[src/rtl/issue_queue.sv]
// In-order issue queue: buffers decoded instructions, issues ADD/SUB to the adder RS
// and everything else to a valid/ready stage. Optional macro: ISSUEQ_BYPASS_EN.
module issue_queue #(
  parameter int DEPTH   = 8,
  parameter int INSTR_W = 16
) (
  input  logic                       Clock,
  input  logic                       Resetn,
  input  logic [INSTR_W-1:0]         InstrIn,
  input  logic                       InstrValid,
  output logic                       InstrReady,
  input  logic [7:0]                 Busy,
  output logic [INSTR_W-1:0]         AdderInstr,
  output logic                       Adderin,
  output logic [INSTR_W-1:0]         OtherInstr,
  output logic                       OtherValid,
  input  logic                       OtherReady,
  output logic [$clog2(DEPTH):0]     Count
);

  localparam int PW = $clog2(DEPTH);
  localparam int CW = PW + 1;

  // Handshakes: InstrIn transfers on an edge with InstrValid && InstrReady;
  // OtherInstr transfers on an edge with OtherValid && OtherReady, and while
  // OtherValid && !OtherReady the stage holds OtherValid/OtherInstr unchanged.

  logic [INSTR_W-1:0] mem [DEPTH];
  logic [PW-1:0]      rd_ptr, wr_ptr;
  logic [CW-1:0]      count_q;

  logic [3:0]         idle_lines;
  logic signed [4:0]  free_s;
  logic               free_avail;
  logic [INSTR_W-1:0] head;
  logic               head_adder, not_empty, other_free;
  logic               push, wr_en, pop_adder, pop_other, pop;
  logic               byp_adder, byp_other, issue_adder, issue_other;
  logic [INSTR_W-1:0] issue_data;

  function automatic logic is_adder_op(input logic [INSTR_W-1:0] ins);
    return (ins[INSTR_W-1 -: 4] == 4'h0) || (ins[INSTR_W-1 -: 4] == 4'h1);
  endfunction

  always_comb begin
    idle_lines = '0;
    for (int i = 0; i < 8; i++) idle_lines = idle_lines + {3'b000, ~Busy[i]};
  end

  // One bit wider than the nominal 4-bit signed value so an all-idle RS (8) stays positive.
  // Subtracting Adderin accounts for the issue already in flight but not yet in Busy.
  assign free_s     = $signed({1'b0, idle_lines}) - $signed({4'b0000, Adderin});
  assign free_avail = free_s > 5'sd0;

  assign head       = mem[rd_ptr];
  assign head_adder = is_adder_op(head);
  assign not_empty  = count_q != '0;
  assign other_free = !OtherValid || OtherReady;
  assign InstrReady = count_q != CW'(DEPTH);
  assign Count      = count_q;

  assign push       = InstrValid && InstrReady;
  assign pop_adder  = not_empty && head_adder && free_avail;
  assign pop_other  = not_empty && !head_adder && other_free;
  assign pop        = pop_adder || pop_other;

`ifdef ISSUEQ_BYPASS_EN
  // Empty queue: an instruction whose target can take it skips storage entirely.
  assign byp_adder  = push && !not_empty && is_adder_op(InstrIn) && free_avail;
  assign byp_other  = push && !not_empty && !is_adder_op(InstrIn) && other_free;
`else
  assign byp_adder  = 1'b0;
  assign byp_other  = 1'b0;
`endif

  assign wr_en       = push && !byp_adder && !byp_other;
  assign issue_adder = pop_adder || byp_adder;
  assign issue_other = pop_other || byp_other;
  assign issue_data  = pop ? head : InstrIn;

  always_ff @(posedge Clock) begin
    if (wr_en) mem[wr_ptr] <= InstrIn;
  end

  always_ff @(posedge Clock or negedge Resetn) begin
    if (!Resetn) begin
      rd_ptr     <= '0;
      wr_ptr     <= '0;
      count_q    <= '0;
      Adderin    <= 1'b0;
      AdderInstr <= '0;
      OtherValid <= 1'b0;
      OtherInstr <= '0;
    end else begin
      if (wr_en) wr_ptr <= wr_ptr + PW'(1);
      if (pop)   rd_ptr <= rd_ptr + PW'(1);
      case ({wr_en, pop})
        2'b10:   count_q <= count_q + CW'(1);
        2'b01:   count_q <= count_q - CW'(1);
        default: count_q <= count_q;
      endcase

      Adderin <= issue_adder;
      if (issue_adder) AdderInstr <= issue_data;

      if (issue_other) begin
        OtherValid <= 1'b1;
        OtherInstr <= issue_data;
      end else if (OtherReady) begin
        OtherValid <= 1'b0;
      end
    end
  end

endmodule

[config.mk]
export PLATFORM = sky130hd
export DESIGN_NAME = issue_queue
export DESIGN_NICKNAME = d
export VERILOG_FILES = /design/src/rtl/issue_queue.sv
export SDC_FILE = /design/constraint.sdc
export NUM_CORES = 1
export LEC_CHECK = 0
export CORE_MARGIN = 2
export CORE_UTILIZATION = 40
export DETAILED_ROUTE_END_ITERATION = 12
export PLACE_DENSITY = 0.62
export SLEW_MARGIN = 25
export SYNTH_ARGS = -nofsm -noshare
export SYNTH_HDL_FRONTEND = slang
export SYNTH_SLANG_ARGS = --single-unit
[constraint.sdc]
create_clock -name Clock -period 4.8 [get_ports Clock]
set_clock_uncertainty 0.1 [all_clocks]
set_input_delay 0.48 -clock Clock [delete_from_list [all_inputs] [get_ports Clock]]
set_output_delay 0.48 -clock Clock [all_outputs]
set_load 0.01 [all_outputs]
==> results.py <==
metrics = {
    "placed_design": {
        "placed_cell_area_sq_um": 7960,
        "gp_congestion": 0.738,
        "dp_hpwl_um": 8090,
        "port_buffers": 66,
    },
    "sta": {
        "hold_violations": 0,
        "fin_crit_sh_pct": 96.5,
        "fmax_mhz": 216,
        "tns_ns": 0,
        "worstMarginPinSlew_ns": 1.01,
        "period_needed_ns": 4.63,
        "maxSlewViolCount": 0,
        "setup_viol": 0,
        "hold-worst-slack_ns": 0.392,
        "relSlewSlack_pct": 32.5,
    },
    "global_routing": {
        "antenna_found_initial": 0,
        "grt_first_pass_wirelength_um": 20000,
        "grt_usage_pct": 15.0,
        "grt_overflow": 0,
        "first_global_vias": 3573,
        "grt_max_degree": 45,
    },
    "floorplan": {
        "std_cell_rows": 48,
        "pin_count": 67,
        "initial_utilization_pct": 40.4,
        "die_w_um": 135,
        "design.core.area_sq_um": 17100,
        "die_area_sq_um": 18300,
        "die_y_um": 135,
    },
    "clocking": {
        "cts_root_buf": "clkbuf_16",
        "cts_tree": "yes",
        "numCtsBuffers": 17,
        "clock_sinks": 172,
        "clk_pin_slew_worst_paths_ns": 0.06,
        "clk_latency_ns": 0.42,
        "h-tree-depth": 4,
        "clk_path_buf_depth": 2,
    },
    "detailed_routing": {
        "wire_per_inst_um": 18.9,
        "route.detailed.drc": 0,
        "detail_route.first_pass.iterations": 4,
        "initialDrtViolationCount": 145,
        "vias": 3401,
        "ant_nets": 0,
        "viasPerCell": 5.03,
        "finalWirelength_um": 12800,
    },
    "worst_setup_path": {
        "end_kind": "flip-flop",
        "critPathKind": "in2reg",
        "cp_max_fo": 4,
        "crit_required_ns": 5.00,
        "cp.arrival_ns": 4.83,
        "startpoint_type": "input pin",
    },
    "synth": {
        "syn_inst": 350,
        "synth_top_area_cell": "edfxtp_1",
        "ys_ff_latch": 172,
        "syn_area_sq_um": 6910,
        "synth-async-reset-ratio_pct": 25.6,
        "synth_flop_cell": "edfxtp_1",
        "synthTopCellsByArea": "edfxtp_1 56%, dfrtp_1 16%, mux4_2 10%",
        "synth_top_cell_area_share_pct": 55.6,
        "syn_nets": 393,
        "seq_area_frac_synth_pct": 71.5,
        "avgSynthCellArea_sq_um": 19.7,
        "yosys_warnings": 0,
        "ys_top_cells_by_count": "128 x edfxtp_1, 44 x dfrtp_1, 35 x mux2_2, 32 x mux4_2, 12 x inv_1",
        "yosys.cell_types.count": 36,
        "synth.most_common_cell": "edfxtp_1",
        "synth_edf_count": 128,
    },
    "pwr": {
        "peakVddDrop_v": 0.000270,
        "power.density_nw_per_um2": 636,
        "p_leak_nw": 3.03,
    },
    "finish": {
        "drive_gt1_share_pct": 28.6,
        "final_nets": 482,
        "final_util_pct": 50.2,
        "diodes": 0,
        "design_area_sq_um": 8590,
        "area_growth_pct": 24.3,
    },
    "job": {
        "drv_cap": 0,
    },
    "min_path": {
        "hold_path_class": "reg2reg",
    },
    "outcome": {
        "status": "complete, no violations",
    },
}
==> per-stage QoR <==
step           setup WS, ns  std cells  power (mW)
6_report              0.166        676        5.46
5_1_grt             -0.0179        676        5.78
4_1_cts              0.0105        673        5.46
3_5_place_dp         -0.460        642        4.24
3_3_place_gp         -0.377        642        4.18
2_1_floorplan         0.174        350        3.42
==> power by group <==
group / internal (mW) / switching (mW) / total [mW]
Combinational: 1.15 / 0.920 / 2.07
Clock: 0.701 / 0.511 / 1.21
Sequential: 1.96 / 0.225 / 2.18
==> metal layers <==
layer	GRT usage, %	part of all wire [%]	up-vias
met4	6.31	1.5	0
met3	4.12	4.8	15
met1	19.4	45	1747
met5	0	0	-
met2	23.9	49	79
li1	-	-	1560
==> cells in the final DEF (no fill, tap or decap), types with 2 or more instances in the layout <==
master	synthesis	routed
edfxtp_1	128	128
clkdlybuf4s50_1	0	63
dfrtp_1	44	43
mux2_2	35	35
mux4_2	32	32
clkbuf_16	0	17
buf_4	0	16
inv_1	12	12
ha_1	10	8
mux2_1	7	7
xnor2_1	6	6
nand2_1	5	5
xor2_1	5	5
fa_1	5	5
nand2b_1	4	4
nor3_4	0	4
nor2_1	7	4
clkbuf_1	3	4
clkinv_1	0	4
nand3_1	3	3
nor2b_1	3	3
a21oi_1	4	3
clkinv_2	0	3
mux2i_2	2	2
and3_1	2	2
a211oi_1	3	2
nor2_2	0	2
dlymetal6s2s_1	0	2
==> critical path: stages <==
cell	delay, ns
clkdlybuf4s50_1	0.41
fa_1	0.49
inv_1	0.06
fa_1	0.46
fa_1	0.50
ha_2	0.18
inv_1	0.05
fa_1	0.54
nor3b_2	0.16
a21o_1	0.14
a22oi_2	0.09
a31o_4	0.25
ha_4	0.17
xor2_1	0.16
ha_1	0.21
a21oi_2	0.12
xor2_1	0.15
nor2_1	0.06
xor2_1	0.14
==> cells by family after synthesis <==
family	synth area share, %
flip-flops	71.5
XOR/XNOR	1.39
AO/OA/AOI/OAI	1.34
buffers and inverters	1.85
AND/OR/NAND/NOR	2.81
multiplexers	17.8
adder cells (fa/ha/maj)	3.26
==> timing repair <==
| item | CTS | global route |
|---|---|---|
| pin swaps | 0 | 7 |
| hold buffers | 0 | 1 |
| setup endpoints to repair | 1 | 3 |
| hold endpoints to repair | 0 | 44 |
| cloned | 0 | 0 |
| buffers inserted | 0 | 1 |
| resized for setup | 2 | 11 |
==> layout make-up <==
type / count / area [sq um]
Tap cell: 225 / 282
Multi-Input combinational cell: 152 / 1980
Fill cell: 1403 / 8520
Timing Repair Buffer: 84 / 821
Sequential cell: 172 / 4950
Inverter: 12 / 45.0
Clock buffer: 21 / 440
Clock inverter: 10 / 76.3
==> sequential cells by signal, indices dropped and copies added (netlist names) <==
name and count:
OtherValid 1, OtherInstr 16, AdderInstr 16, rd_ptr 3
wr_ptr 3, mem 128, Count 4, Adderin 1
==> worst paths after layout <==
| path | start | to | slack (ns) | depth (start not counted) |
|---|---|---|---|---|
| worst max-delay path | Busy[7] | Count[2]$_DFFE_PN0P_ | 0.17 | 19 |
| worst min-delay path | AdderInstr[12]$_DFFE_PN0P_ | AdderInstr[12]$_DFFE_PN0P_ | 0.39 | 1 |
| worst max register to register | Adderin$_DFF_PN0_ | Count[2]$_DFFE_PN0P_ | 0.52 | 18 |
| worst min register to register | AdderInstr[12]$_DFFE_PN0P_ | AdderInstr[12]$_DFFE_PN0P_ | 0.39 | 1 |
| max in group asynchronous | Resetn | rd_ptr[0]$_DFFE_PN0N_ | 3.69 | 2 |
| min in group asynchronous | Resetn | Count[3]$_DFFE_PN0P_ | 0.48 | 2 |
(Power assumes the default switching activity.)
